File: src/rtl/t30_stack_node_if.sv
`default_nettype none
// ============================================================================
// Module   : t30_stack_node_if
// Brief    : One directional neighbour link of a stack node (push + pop).
// Revision : 1.0
// ============================================================================
interface t30_stack_node_if #(
  parameter int DATA_W = 11
);
  logic [DATA_W-1:0] in_data;
  logic              in_ready;
  logic              in_ack;
  logic              out_req;
  logic [DATA_W-1:0] out_data;
  logic              out_ready;

  modport master (
    output in_data, in_ready, out_req,
    input  in_ack, out_data, out_ready
  );

  modport slave (
    input  in_data, in_ready, out_req,
    output in_ack, out_data, out_ready
  );
endinterface
`default_nettype wire

File: src/rtl/t30_stack_node.sv
`default_nettype none
// ============================================================================
// Module   : t30_stack_node
// Brief    : LIFO stack node with four fixed-priority push/pop neighbour ports.
// Revision : 1.0
// ============================================================================
module t30_stack_node #(
  parameter int         DATA_W = 11,
  parameter int         DEPTH  = 15,
  parameter logic [3:0] DIR_EN = 4'b1111,
  parameter int         CNT_W  = $clog2(DEPTH + 1)
) (
  input  wire logic             clk,
  input  wire logic             reset,
  t30_stack_node_if.slave       left,
  t30_stack_node_if.slave       right,
  t30_stack_node_if.slave       up,
  t30_stack_node_if.slave       down,
  output logic [CNT_W-1:0]      count,
  output logic                  empty,
  output logic                  full
);

  localparam int               c_IDX_W = (DEPTH > 1) ? $clog2(DEPTH) : 1;
  localparam logic [CNT_W-1:0] c_FULL  = CNT_W'(DEPTH);

  logic [DATA_W-1:0]  mem_q [DEPTH];
  logic [CNT_W-1:0]   count_q;
  logic [CNT_W-1:0]   count_d;

  logic [3:0]         w_in_ready;
  logic [3:0]         w_out_req;
  logic [DATA_W-1:0]  w_in_data [4];
  logic [3:0]         w_ack;
  logic [3:0]         w_gnt;
  logic               w_push;
  logic               w_pop;
  logic [DATA_W-1:0]  w_push_data;
  logic [DATA_W-1:0]  w_top;
  logic [c_IDX_W-1:0] w_top_idx;
  logic [c_IDX_W-1:0] w_wr_idx;
  logic               w_empty;
  logic               w_full;

  // Index 0..3 = left, right, up, down; this order is also the priority.
  assign w_in_ready = {down.in_ready, up.in_ready, right.in_ready, left.in_ready} & DIR_EN;
  assign w_out_req  = {down.out_req,  up.out_req,  right.out_req,  left.out_req}  & DIR_EN;

  assign w_in_data[0] = left.in_data;
  assign w_in_data[1] = right.in_data;
  assign w_in_data[2] = up.in_data;
  assign w_in_data[3] = down.in_data;

  assign w_empty   = (count_q == '0);
  assign w_full    = (count_q == c_FULL);
  assign w_top_idx = c_IDX_W'(count_q - 1'b1);
  assign w_top     = w_empty ? '0 : mem_q[w_top_idx];

  always_comb begin
    w_gnt = '0;
    w_pop = 1'b0;
    for (int i = 0; i < 4; i++) begin
      if (!w_pop && !w_empty && w_out_req[i]) begin
        w_gnt[i] = 1'b1;
        w_pop    = 1'b1;
      end
    end
  end

  // A full stack still accepts a push when the top is popped in the same cycle.
  always_comb begin
    w_ack       = '0;
    w_push      = 1'b0;
    w_push_data = '0;
    for (int i = 0; i < 4; i++) begin
      if (!w_push && reset && (!w_full || w_pop) && w_in_ready[i]) begin
        w_ack[i]    = 1'b1;
        w_push      = 1'b1;
        w_push_data = w_in_data[i];
      end
    end
  end

  assign w_wr_idx = w_pop ? w_top_idx : c_IDX_W'(count_q);

  always_comb begin
    count_d = count_q;
    case ({w_push, w_pop})
      2'b10:   count_d = count_q + 1'b1;
      2'b01:   count_d = count_q - 1'b1;
      default: count_d = count_q;
    endcase
  end

  always_ff @(posedge clk or negedge reset) begin
    if (!reset) begin
      count_q <= '0;
    end else begin
      count_q <= count_d;
    end
  end

  always_ff @(posedge clk) begin
    if (w_push) begin
      mem_q[w_wr_idx] <= w_push_data;
    end
  end

  assign left.in_ack     = w_ack[0];
  assign right.in_ack    = w_ack[1];
  assign up.in_ack       = w_ack[2];
  assign down.in_ack     = w_ack[3];
  assign left.out_ready  = w_gnt[0];
  assign right.out_ready = w_gnt[1];
  assign up.out_ready    = w_gnt[2];
  assign down.out_ready  = w_gnt[3];
  assign left.out_data   = w_top;
  assign right.out_data  = w_top;
  assign up.out_data     = w_top;
  assign down.out_data   = w_top;

  assign count = count_q;
  assign empty = w_empty;
  assign full  = w_full;

endmodule
`default_nettype wire

File: src/flat_wrapper.sv
// flat-port wrapper written by rule: the top's interface ports become plain ports
module t30_stack_node_flat 
#(
  parameter int         DATA_W = 11,
  parameter int         DEPTH  = 15,
  parameter logic [3:0] DIR_EN = 4'b1111,
  parameter int         CNT_W  = $clog2(DEPTH + 1)
)
  (clk, reset, count, empty, full, left_in_data, left_in_ready, left_out_req, left_in_ack, left_out_data, left_out_ready, right_in_data, right_in_ready, right_out_req, right_in_ack, right_out_data, right_out_ready, up_in_data, up_in_ready, up_out_req, up_in_ack, up_out_data, up_out_ready, down_in_data, down_in_ready, down_out_req, down_in_ack, down_out_data, down_out_ready);
  t30_stack_node_if #(.DATA_W(DATA_W)) left_i ();
  t30_stack_node_if #(.DATA_W(DATA_W)) right_i ();
  t30_stack_node_if #(.DATA_W(DATA_W)) up_i ();
  t30_stack_node_if #(.DATA_W(DATA_W)) down_i ();
  input  wire logic clk;
  input  wire logic reset;
  output logic [CNT_W-1:0] count;
  output logic empty;
  output logic full;
  input wire logic [$bits(left_i.in_data)-1:0] left_in_data;
  input wire logic [$bits(left_i.in_ready)-1:0] left_in_ready;
  input wire logic [$bits(left_i.out_req)-1:0] left_out_req;
  output wire logic [$bits(left_i.in_ack)-1:0] left_in_ack;
  output wire logic [$bits(left_i.out_data)-1:0] left_out_data;
  output wire logic [$bits(left_i.out_ready)-1:0] left_out_ready;
  input wire logic [$bits(right_i.in_data)-1:0] right_in_data;
  input wire logic [$bits(right_i.in_ready)-1:0] right_in_ready;
  input wire logic [$bits(right_i.out_req)-1:0] right_out_req;
  output wire logic [$bits(right_i.in_ack)-1:0] right_in_ack;
  output wire logic [$bits(right_i.out_data)-1:0] right_out_data;
  output wire logic [$bits(right_i.out_ready)-1:0] right_out_ready;
  input wire logic [$bits(up_i.in_data)-1:0] up_in_data;
  input wire logic [$bits(up_i.in_ready)-1:0] up_in_ready;
  input wire logic [$bits(up_i.out_req)-1:0] up_out_req;
  output wire logic [$bits(up_i.in_ack)-1:0] up_in_ack;
  output wire logic [$bits(up_i.out_data)-1:0] up_out_data;
  output wire logic [$bits(up_i.out_ready)-1:0] up_out_ready;
  input wire logic [$bits(down_i.in_data)-1:0] down_in_data;
  input wire logic [$bits(down_i.in_ready)-1:0] down_in_ready;
  input wire logic [$bits(down_i.out_req)-1:0] down_out_req;
  output wire logic [$bits(down_i.in_ack)-1:0] down_in_ack;
  output wire logic [$bits(down_i.out_data)-1:0] down_out_data;
  output wire logic [$bits(down_i.out_ready)-1:0] down_out_ready;
  assign left_i.in_data = left_in_data;
  assign left_i.in_ready = left_in_ready;
  assign left_i.out_req = left_out_req;
  assign left_in_ack = left_i.in_ack;
  assign left_out_data = left_i.out_data;
  assign left_out_ready = left_i.out_ready;
  assign right_i.in_data = right_in_data;
  assign right_i.in_ready = right_in_ready;
  assign right_i.out_req = right_out_req;
  assign right_in_ack = right_i.in_ack;
  assign right_out_data = right_i.out_data;
  assign right_out_ready = right_i.out_ready;
  assign up_i.in_data = up_in_data;
  assign up_i.in_ready = up_in_ready;
  assign up_i.out_req = up_out_req;
  assign up_in_ack = up_i.in_ack;
  assign up_out_data = up_i.out_data;
  assign up_out_ready = up_i.out_ready;
  assign down_i.in_data = down_in_data;
  assign down_i.in_ready = down_in_ready;
  assign down_i.out_req = down_out_req;
  assign down_in_ack = down_i.in_ack;
  assign down_out_data = down_i.out_data;
  assign down_out_ready = down_i.out_ready;
  t30_stack_node #(.DATA_W(DATA_W), .DEPTH(DEPTH), .DIR_EN(DIR_EN), .CNT_W(CNT_W)) u_core (.clk(clk), .reset(reset), .left(left_i), .right(right_i), .up(up_i), .down(down_i), .count(count), .empty(empty), .full(full));
endmodule
File: config.mk
export PLATFORM = sky130hd
export DESIGN_NAME = t30_stack_node_flat
export DESIGN_NICKNAME = d
export VERILOG_FILES = /design/src/rtl/t30_stack_node_if.sv /design/src/rtl/t30_stack_node.sv /design/src/flat_wrapper.sv
export SDC_FILE = /design/constraint.sdc
export NUM_CORES = 1
export LEC_CHECK = 0
export CAP_MARGIN = 20
export CORE_MARGIN = 2
export CORE_UTILIZATION = 45
export CTS_BUF_LIST = sky130_fd_sc_hd__clkbuf_8
export DETAILED_ROUTE_END_ITERATION = 16
export MAX_ROUTING_LAYER = met4
export PLACE_DENSITY_LB_ADDON = 0.08
export REMOVE_ABC_BUFFERS = 1
export SLEW_MARGIN = 20
export SYNTH_ARGS = -nofsm -noshare
export SYNTH_HDL_FRONTEND = slang
export SYNTH_SLANG_ARGS = --single-unit
File: constraint.sdc
create_clock -name clk -period 5.63 [get_ports clk]
set_input_delay 1.126 -clock clk [delete_from_list [all_inputs] [get_ports clk]]
set_output_delay 1.126 -clock clk [all_outputs]
set_load 0.01 [all_outputs]
==> run summary <==
Pwr Total: 5890 uW
initial antenna violation count: 0
Int Pwr: 3700 uW
PD cells: 641 nW/um^2
CP dominant cell by count: a211oi_1
CTS tree: yes
Ant. Diodes: 0
Placed Cells: 755
setup violators final: 0
global-route wire length before repair: 24900 um
CP Data Required Time: 4500 ps
Post-Layout Cell Count: 787
I/O pins: 112
CTS Sinks: 169
H-tree levels: 4
post-route ant nets: 0
Post-synth EDFFs: 165
post-CTS setup buffer count: 0
Fmax achieved: 200 MHz
worst skew pair latency: 450 ps
sequential share of power: 0.280
post-layout util: 0.556
outcome: finished clean
routed len/inst: 20.9 um
Synth Warn #: 0
Worst-path clk slew: 90 ps
critical path data arrival time: 3870 ps
Slew @ Worst Pin: 1000 ps
P&R area growth vs syn: 21.2%
Rows: 47
CP Launch Type: flip-flop
DIE WIDTH: 134 um
Final Max Slew Viols: 0
WS Path Type: reg2out
register bit total from synthesis: 169
Vias/cell: 5.65
# hold bufs at CTS: 0
DP HPWL: 10400 um
root buffer selected by CTS: clkbuf_8
CP Max Fanout: 42
# port buffers: 111
Cell Chain, Critical Path: inv_1 -> ha_2 -> buf_12 -> nor2_1 -> a211oi_1 -> a211oi_1 -> a211oi_1 -> clkdlybuf4s50_1
GP Congestion: 0.815
Worst Hold Class: reg2reg
Max VDD drop: 0.000854 V
Die ar.: 17900 um^2
DR vias: 4444
combinational power share: 0.579
final hold slack: 710 ps
Final Hold Viols: 0
Initial Util: 0.459
Critical Path Sink Type: output pin
post-synth cell types: 43
Psw: 2190 uW
Clock Tree Buf Depth: 2
Die Y: 134 um
share of cells above drive strength 1: 0.176
Slew HR: 0.332
RSZ-0062 raised after global routing: no
gr usage total: 0.195
crit path time final: 4990 ps
fill count: 1327
total gr overflow: 0
Leak: 0.00304 uW
vias in the first global route: 4448
Post-Synthesis Cells: 465
clock power share: 0.141
total CTS buffers: 17
DR iter-0 viols: 291
Total Negative Setup Slacks: 0 ps
Post-synth ARST share: 0.0237
delay of the slowest critical-path stage: 690 ps
Post-CTS Resized: 0
Nets: 612
DRT Pass-1 Iters: 4
Post-Syn Area: 7580 um^2
Multi-input gate area: 2160 um^2
Sw Ratio: 0.372
Main synth FF type: edfxtp_1
Critical-path top delay cell: ha_2
period utilization: 0.887
Clock Skew: 12.2 ps
max_cap viols: 0
largest net degree at the start of global routing: 54
drt drc: 0
core area: 16500 um^2
Total Routed Length: 16500 um
syn avg cell area: 16.3 um^2
post-synthesis sequential area ratio: 0.667
sequential cell area: 5060 um^2
==> worst max-delay path, delay by kind of cell (launching register included) <==
kind | cells | cell delay [ps]
adder cells (fa/ha/maj) | 1 | 690
buffers and inverters | 3 | 1140
AND/OR/NAND/NOR | 1 | 80
AO/OA/AOI/OAI | 3 | 960
flip-flops | 1 | 530
==> power by group through the flow <==
stage,sequential (uW),combinational [uW],clock [uW]
detailed placement,1680,3440,0
finish,1650,3410,830
global placement,1670,3440,0
global route,1670,3640,904
floorplan,1740,1630,0
CTS,1650,3460,847
==> state kept, by name, summed over array words and instances (netlist names) <==
signal and count:
u_core.mem_q 165, u_core.count 4
==> cells in the final DEF, fill, tap and decap left out, drive strengths merged, types with 5 or more instances in the layout <==
cell and instances:
mux4 33, clkbuf 17, nor3 5, inv 11, nand2 17, nor2 26, o21ai 14, clkdlybuf4s50 111
o211ai 5, nor4 6, mux2i 23, a211oi 35, edfxtp 165, a22o 11, buf 23, a22oi 11
==> layer usage <==
layer | GRT usage | share of wire | vias up
met1 | 0.251 | 0.43 | 2280
met2 | 0.319 | 0.51 | 138
li1 | - | - | 2010
met3 | 0.0393 | 0.050 | 16
met4 | 0.0573 | 0.012 | 0
met5 | - | 0 | -
==> Yosys cell counts (all sizes together) (4+ instances only) <==
cell | instances | area, um^2
a211oi | 35 | 263
clkbuf | 18 | 67.6
o21ai | 14 | 70.1
a22o | 11 | 96.3
a22oi | 11 | 82.6
xnor2 | 4 | 35.0
ha | 4 | 50.1
mux4 | 33 | 743
edfxtp | 165 | 4950
mux2i | 23 | 230
inv | 6 | 22.5
dfrtp | 4 | 100
nor3 | 5 | 25.0
nor4 | 6 | 52.6
nor2 | 26 | 97.6
buf | 46 | 327
o211ai | 5 | 42.5
nand2 | 17 | 63.8
or4 | 4 | 30.0
==> cell type report <==
| type | instances | share of cell area |
|---|---|---|
| multi-input combinational | 226 | 0.235 |
| clock buffer | 17 | 0.0254 |
| timing repair buffer | 134 | 0.141 |
| sequential | 169 | 0.550 |
| clock inverter | 15 | 0.0163 |
| tap | 220 | 0.0299 |
| inverter | 6 | 0.00245 |
==> logic make-up (layout without fill, tap and decap cells) <==
family	after synthesis	after routing	share of synthesized area
muxes	56	56	0.128
AOI/OAI and AO/OA	85	85	0.0836
DFF	169	169	0.667
and+or+nand+nor	74	74	0.0518
xor gates and xnor gates	7	7	0.00808
buffers and inverters	70	172	0.0549
adders and majority gates	4	4	0.00660
==> metrics by stage <==
| stage | setup slack (ps) | instance area, um^2 |
|---|---|---|
| floorplan | -771 | 7190 |
| global placement | 1030 | 8810 |
| detailed placement | 930 | 8810 |
| CTS | 609 | 9190 |
| global route | 467 | 9190 |
| finish | 638 | 9190 |
==> path summary, 6_finish.rpt <==
kind | start | to | slack (ps) | cells past startpoint
worst min-delay path | u_core.count[1] | u_core.count[1] | 710 | 2
worst min register to register | u_core.count[1] | u_core.count[1] | 710 | 2
max in group asynchronous | reset | u_core.count[0] | 4570 | 1
worst max register to register | u_core.count[0] | u_core.mem_q[2][6] | 2470 | 5
min in group asynchronous | reset | u_core.count[0] | 870 | 1
worst max-delay path | u_core.count[1] | right_out_data[10] | 640 | 8
Note: power is estimated with default switching activity, not from simulation.
